==> src/rtl/fg_mask_streamer.sv <==
// Ping-pong line buffer turning raster-order 1-bit mask words into a per-pixel foreground stream.
// foregnd_px lags vid_hpos by one cycle; mask_ready drops when the fill bank is full or during a swap.
module fg_mask_streamer #(
  parameter int H_IMG_RES = 640,
  parameter int V_IMG_RES = 480,
  parameter int WORD_W    = 32
) (
  input  logic              app_clk,
  input  logic              app_rst_n,
  input  logic              vid_preload_line,
  input  logic              vid_active_pix,
  input  logic [10:0]       vid_hpos,
  input  logic [10:0]       vid_vpos,
  input  logic [WORD_W-1:0] mask_word,
  input  logic              mask_sof,
  input  logic              mask_valid,
  output logic              mask_ready,
  output logic              foregnd_px,
  output logic              underrun,
  output logic              sync_err
);
  localparam int WPL    = H_IMG_RES / WORD_W;
  localparam int SH     = $clog2(WORD_W);
  localparam int IDX_W  = (WPL > 1) ? $clog2(WPL) : 1;
  localparam int CNT_W  = $clog2(WPL + 1);
  localparam int LINE_W = (V_IMG_RES > 1) ? $clog2(V_IMG_RES) : 1;

  localparam logic [CNT_W-1:0]  WPL_C     = CNT_W'(WPL);
  localparam logic [LINE_W-1:0] LAST_LINE = LINE_W'(V_IMG_RES - 1);
  localparam logic [10:0]       H_LIM     = 11'(H_IMG_RES);
  localparam logic [10:0]       V_LIM     = 11'(V_IMG_RES);

  logic [WORD_W-1:0] line_mem [2][WPL];
  logic              fill_bank;
  logic [CNT_W-1:0]  fill_cnt;
  logic [LINE_W-1:0] fill_line;
  logic              disp_valid;

  logic              accept;
  logic              frame_idle;
  logic              do_store;
  logic              bad_sync;
  logic [IDX_W-1:0]  wr_idx;
  logic [IDX_W-1:0]  rd_idx;
  logic [SH-1:0]     rd_bit;
  logic [WORD_W-1:0] rd_word;
  logic              pix_in_range;

  always_comb begin
    mask_ready = (fill_cnt < WPL_C) && !vid_preload_line;
    accept     = mask_valid && mask_ready;
    frame_idle = (fill_cnt == '0) && (fill_line == '0);
    // A SOF word is only legal at the idle frame start, and the idle frame start only accepts SOF.
    bad_sync   = accept && (mask_sof != frame_idle);
    do_store   = accept && (mask_sof || !frame_idle);
    wr_idx     = mask_sof ? '0 : IDX_W'(fill_cnt);
  end

  always_comb begin
    rd_idx       = IDX_W'(vid_hpos >> SH);
    rd_bit       = vid_hpos[SH-1:0];
    rd_word      = line_mem[~fill_bank][rd_idx];
    pix_in_range = vid_active_pix && (vid_hpos < H_LIM) && (vid_vpos < V_LIM) && disp_valid;
  end

  // Storage is not reset: disp_valid gates everything read out of it.
  always_ff @(posedge app_clk) begin
    if (do_store) begin
      line_mem[fill_bank][wr_idx] <= mask_word;
    end
  end

  always_ff @(posedge app_clk or negedge app_rst_n) begin
    if (!app_rst_n) begin
      fill_bank  <= 1'b0;
      fill_cnt   <= '0;
      fill_line  <= '0;
      disp_valid <= 1'b0;
      foregnd_px <= 1'b0;
      underrun   <= 1'b0;
      sync_err   <= 1'b0;
    end else begin
      sync_err   <= bad_sync;
      underrun   <= vid_preload_line && (fill_cnt != WPL_C);
      foregnd_px <= pix_in_range && rd_word[rd_bit];
      if (vid_preload_line) begin
        disp_valid <= (fill_cnt == WPL_C);
        fill_bank  <= ~fill_bank;
        fill_cnt   <= '0;
        // Advances even on underrun; a slipped source is realigned by its next SOF.
        fill_line  <= (fill_line == LAST_LINE) ? '0 : fill_line + LINE_W'(1);
      end else if (do_store) begin
        if (mask_sof) begin
          fill_cnt  <= CNT_W'(1);
          fill_line <= '0;
        end else begin
          fill_cnt  <= fill_cnt + CNT_W'(1);
        end
      end
    end
  end

endmodule

==> config.mk <==
export PLATFORM = sky130hd
export DESIGN_NAME = fg_mask_streamer
export DESIGN_NICKNAME = d
export VERILOG_FILES = /design/src/rtl/fg_mask_streamer.sv
export SDC_FILE = /design/constraint.sdc
export NUM_CORES = 1
export LEC_CHECK = 0
export CAP_MARGIN = 20
export CORE_MARGIN = 5
export CORE_UTILIZATION = 60
export DETAILED_ROUTE_END_ITERATION = 8
export DONT_BUFFER_PORTS = 1
export PLACE_DENSITY = 0.76
export REMOVE_ABC_BUFFERS = 1
export SLEW_MARGIN = 20
export SYNTH_ARGS = -nofsm -noshare
export SYNTH_HDL_FRONTEND = slang
export SYNTH_SLANG_ARGS = --single-unit
export TNS_END_PERCENT = 20
==> constraint.sdc <==
create_clock -name app_clk -period 4.5 [get_ports app_clk]
set_clock_uncertainty 0.05 [all_clocks]
set_input_delay 0.9 -clock app_clk [delete_from_list [all_inputs] [get_ports app_clk]]
set_output_delay 0.9 -clock app_clk [all_outputs]
set_load 0.01 [all_outputs]
After elaboration in Yosys (flattened, before gate mapping) --
Memory sizes are Yosys's and may differ from the RTL's. Index checks and enable logic that the tools add are counted. Widths: inputs -> output; s select.
Word-level totals: flip-flop bits (word level) 19, bits in latches 0, memory bits (writable) 1280, bits in read-only memories 0, input port bits 60, output and inout port bits 4, word-level logic and storage cells 60, memories 1
Memory list:
- line_mem | words 2, width 640, rd ports 1, clocked after memory_dff 0, write ports 1, line 33 | logic [WORD_W-1:0] line_mem [2][WPL];
Operators by class: add/sub/neg operators 2, $mul 0, div/mod/pow operators 0, $lt $le $gt $ge 7, equality and inequality tests 4, shifts and indexed selects 0, multiplexer cells 17, bitwise logic cells 3, reduce and logical (&&, ||, !) cells 19
Operators by type and width (count):
- $mux 640 | 1
- $bmux 32 s5 | 1
- $demux 32 s5 | 1
- $mux 32 | 3
- $mux 9 | 4
- $mux 5 | 4
- $ge 6x6->1 const B | 2
- $not 5->6 | 2
- $logic_and 1x1->1 | 11
- $lt 11x10->1 const B | 1
- $lt 11x9->1 const B | 1
- $add 9x1->9 const B | 1
- $eq 9x9->1 const B | 1
- $logic_not 9->1 | 1
- $lt 5x6->1 const B | 1
- $lt 6x1->1 const B | 1
- $add 5x1->5 const B | 1
- $bmux 1 s5 | 1
- $eq 5x5->1 const B | 1
- $logic_not 5->1 | 1
- $lt 5x5->1 const B | 1
- $ne 5x5->1 const B | 1
- $reduce_bool 2->1 | 2
- $logic_not 1->1 | 2
- 5 further kinds | 6

Longest topological paths before layout --
An unclocked memory read counts as a cell.
depth in word-level cells 8, depth in mapped cells 12

Worst setup path after synthesis --
Ideal clock, no wire load.
path type input -> register, from in vid_preload_line, to mem line_mem[1][384] (netlist name), enable pin, setup time 421 ps, arrival 3681 ps, slack 348 ps, stages 6, buffers on the path 1, cells stage by stage clkbuf_1 or3b_2 or2_2 nor3_1 nand3_1 nor2_1
Between the ends: word-level cells in the longest chain between the ends 6
RTL lines:
- start: declaration | line 10 | input logic vid_preload_line,
- $logic_not 1->1 | line 50 | mask_ready = (fill_cnt < WPL_C) && !vid_preload_line;
- $logic_and 1x1->1 | line 50
- $logic_and 1x1->1 | line 51 | accept = mask_valid && mask_ready;
- $logic_and 1x1->1 | line 55 | do_store = accept && (mask_sof || !frame_idle);
- $mux 1 | line 68 | if (do_store) begin
- $mux 640 (not written as such) | line 69 | line_mem[fill_bank][wr_idx] <= mask_word;
- end: declaration | line 33
No other way between the ends.

Worst setup path after layout --
from reg fill_bank, to reg foregnd_px
Between the ends: word-level cells in the longest chain between the ends 8
RTL lines:
- start: declaration | line 34 | logic fill_bank;
- start signal: assignment | line 88 | fill_bank <= ~fill_bank;
- $not 1->1 | line 62 | rd_word = line_mem[~fill_bank][rd_idx];
- $mem_v2 2x640
- $bmux 32 s5 | line 62
- $mux 32 (not written as such) (2 in a row) | line 62
- $bmux 1 s5 | line 85 | foregnd_px <= pix_in_range && rd_word[rd_bit];
- $mux 1 (not written as such) | line 85
- $logic_and 1x1->1 | line 85
- end signal: assignment | line 85
- end: declaration | line 18 | output logic foregnd_px,
No other way between the ends. The select of a mux whose other input is x is not followed. A chain may end at the register's enable or synchronous reset.

==> impl_results.md <==
- Worst hold path cell count: 1
- Max clock buf depth: 3
- Full die area: 89800 sq um
- Overall die height: 300 um
- Pwr Density: 477 nW/um^2
- Crit path max-delay cell type: a2111oi_0
- Total negative slack: 0 ns
- CP Launch Type: flip-flop
- Outcome: finished clean
- Num CTS Buffers: 119
- Slowest stage delay, CP: 0.77 ns
- # DRC: 0
- Vias/cell: 7.08
- CTS Root Cell: clkbuf_16
- Reg2reg path depth: 11
- Hold bufs inserted after CTS: 1
- Fillers: 4882
- IO Port Bufs: 0
- First-pass GRT wire length: 177000 um
- Top Ports: 64
- Vias in the first global route: 25400
- Initial drt markers: 3745
- Hold Slack: 0.228 ns
- Final Core Density: 66.9%
- Overflow after GRT: 0
- Final ANT Viol Nets: 0
- Area growth, synth to finish: 11.0%
- Most frequent cells in the layout: 1280 x edfxtp_1, 320 x mux4_2, 123 x clkbuf_16
- CTS-repair resized insts: 0
- Distinct cell type count after synthesis: 66
- Core ar.: 83400 sq um
- H-Tree Depth: 3
- Required time worst endpoint: 5.05 ns
- Routability Congestion: 0.805
- Setup slack after layout: 0.628 ns
- Routed wire per std cell: 34.9 um
- Pin count of the biggest net entering global routing: 309
- Clk sinks: 1299
- Total vias in the final route: 24900
- Synthesized netlist cell count: 2260
- Final worst-path cycle share: 86.0%
- Max cap viols: 0
- CTS tree: done
- Slew at the pin closest to its max-slew limit: 1.07 ns
- Skew-Pair Late Insertion Delay: 0.68 ns
- Flops & latches, synth: 1299
- Cells along the critical path: buf_12 -> buf_4 -> buf_4 -> mux4_2 -> nand2_1 -> a21oi_1 -> o21ai_0 -> a2111oi_0 -> o2111ai_1 -> o32ai_1 -> buf_4
- Register Area: 38900 sq um
- Minimum clock period: 3.87 ns
- Post-Syn Area per Cell: 22.3 sq um
- Crit end category: flip-flop
- Final #Nets: 2414
- F_max: 0.258 GHz
- Final setup viols: 0
- Worst hold path type: primary input to flip-flop
- Share of cells above drive strength 1: 26.1%
- Tot Pwr: 26.6 mW
- TritonRoute pass-1 iters: 5
- Slew Viols, Final: 0
- Top FF cell, synth: edfxtp_1
- CP dominant cell by count: buf_4
- Worst EP arrival: 4.43 ns
- YS warnings: 0
- Area used by multi-input combinational logic: 10900 sq um
- Initial core utilization: 60.3%
- CP max FO: 30
- Number of synthesized flops with an enable pin: 1280
- Peak supply drop: 345 uV
- RSZ-0062 raised after global routing: no
- Mapped Area: 50300 sq um
- Met3 Resource Use GR: 7.34%
- Site row count: 106
- Commonest non-fill, non-tap cell in the layout: edfxtp_1
- Total GRT Usage: 27.6%
- Sequential share of the synthesized area: 77.3%
- Clock Pin Slew Worst Setup and Hold Paths: 0.06 ns
- GR Util met2: 44.1%
- Leak: 17.4 nW
- Place WS: 0.782 ns
- CP Class: flip-flop to flip-flop
- Initial antenna violation count: 2
- Async set-reset flop share out of synthesis: 1.46%
- WL final: 123000 um
- Detailed placer's ending HPWL: 63000 um
- GR Util met1: 38.6%
- Final hold viol count: 0
- Rel. slew slack: 28.3%
- Chip Width: 300 um
- GRT Max-Usage Layer: met2
- Setup bufs post-CTS: 0
[cells by family (layout without fill, tap and decap cells)]
logic type	Yosys count	count (layout)	synth area share, %
and+or+nand+nor	204	204	1.97
xor gates and xnor gates	4	4	0.0696
buffers and inverters	139	319	1.61
DFF	1299	1299	77.3
other	0	1	0
muxes	406	406	16.1
adders and majority gates	5	5	0.124
AOI/OAI and AO/OA	203	203	2.80
[report_power, final]
part	switching (mW)	leakage [nW]	internal, mW
Clock	4.19	1.76	5.33
Combinational	1.65	3.83	1.97
Sequential	0.0962	11.8	13.4
Total	5.93	17.4	20.7
[synth_stat cells (14+ instances only)]
cell / number / share of area, %
buf_6: 14 / 0.31
edfxtp_1: 1280 / 76
nor2_1: 70 / 0.52
nand2_1: 42 / 0.31
mux2i_1: 66 / 1.3
dfrtp_1: 19 / 0.94
clkbuf_1: 33 / 0.25
mux2_2: 20 / 0.45
o21ai_0: 28 / 0.28
nand3_1: 26 / 0.26
buf_4: 33 / 0.49
a22oi_1: 46 / 0.69
a21oi_1: 39 / 0.39
a221oi_1: 16 / 0.28
mux4_2: 320 / 14
buf_2: 36 / 0.36
[final timing paths]
path	startpoint	end	slack, ns
worst max-delay path	fill_bank	foregnd_px	0.63
worst min-delay path	vid_preload_line	fill_cnt[1]	0.23
worst max register to register	fill_bank	foregnd_px	0.63
worst min register to register	disp_valid	disp_valid	0.51
max in group asynchronous	app_rst_n	fill_bank	3.09
min in group asynchronous	app_rst_n	sync_err	0.71
[metal layers]
metal | part of all wire [%] | wire length, um
met4 | 3.2 | 3910
met3 | 13 | 16000
met2 | 49 | 60100
met5 | 0.0065 | 8
met1 | 35 | 42800
[critical path: cells and delay by family (launching register included)]
family	cells	cell delay [ns]
simple gates	1	0.06
flops	1	0.67
buf+inv	4	1.13
mux	1	0.24
compound gates	5	1.59
[final cells by class]
cell class / instances / area share (%)
multi-input combinational: 822 / 19.5
clock inverter: 51 / 0.737
antenna: 1 / 0.00448
timing repair buffer: 94 / 1.78
sequential: 1299 / 69.7
clock buffer: 161 / 5.77
tap: 1080 / 2.42
inverter: 13 / 0.0874
[per-stage QoR]
step,area [sq um],std cells
after floorplan,49600,2134
after global placement,52200,3306
after detailed placement,52200,3306
after CTS,55800,3519
after global routing,55800,3520
final,55800,3521
[registers in the layout (all words and copies together) (netlist names)]
name,cells
line_mem,1280
fill_line,9
fill_cnt,5
disp_valid,1
fill_bank,1
foregnd_px,1
sync_err,1
underrun,1
Power figures use the tool's default switching activity.
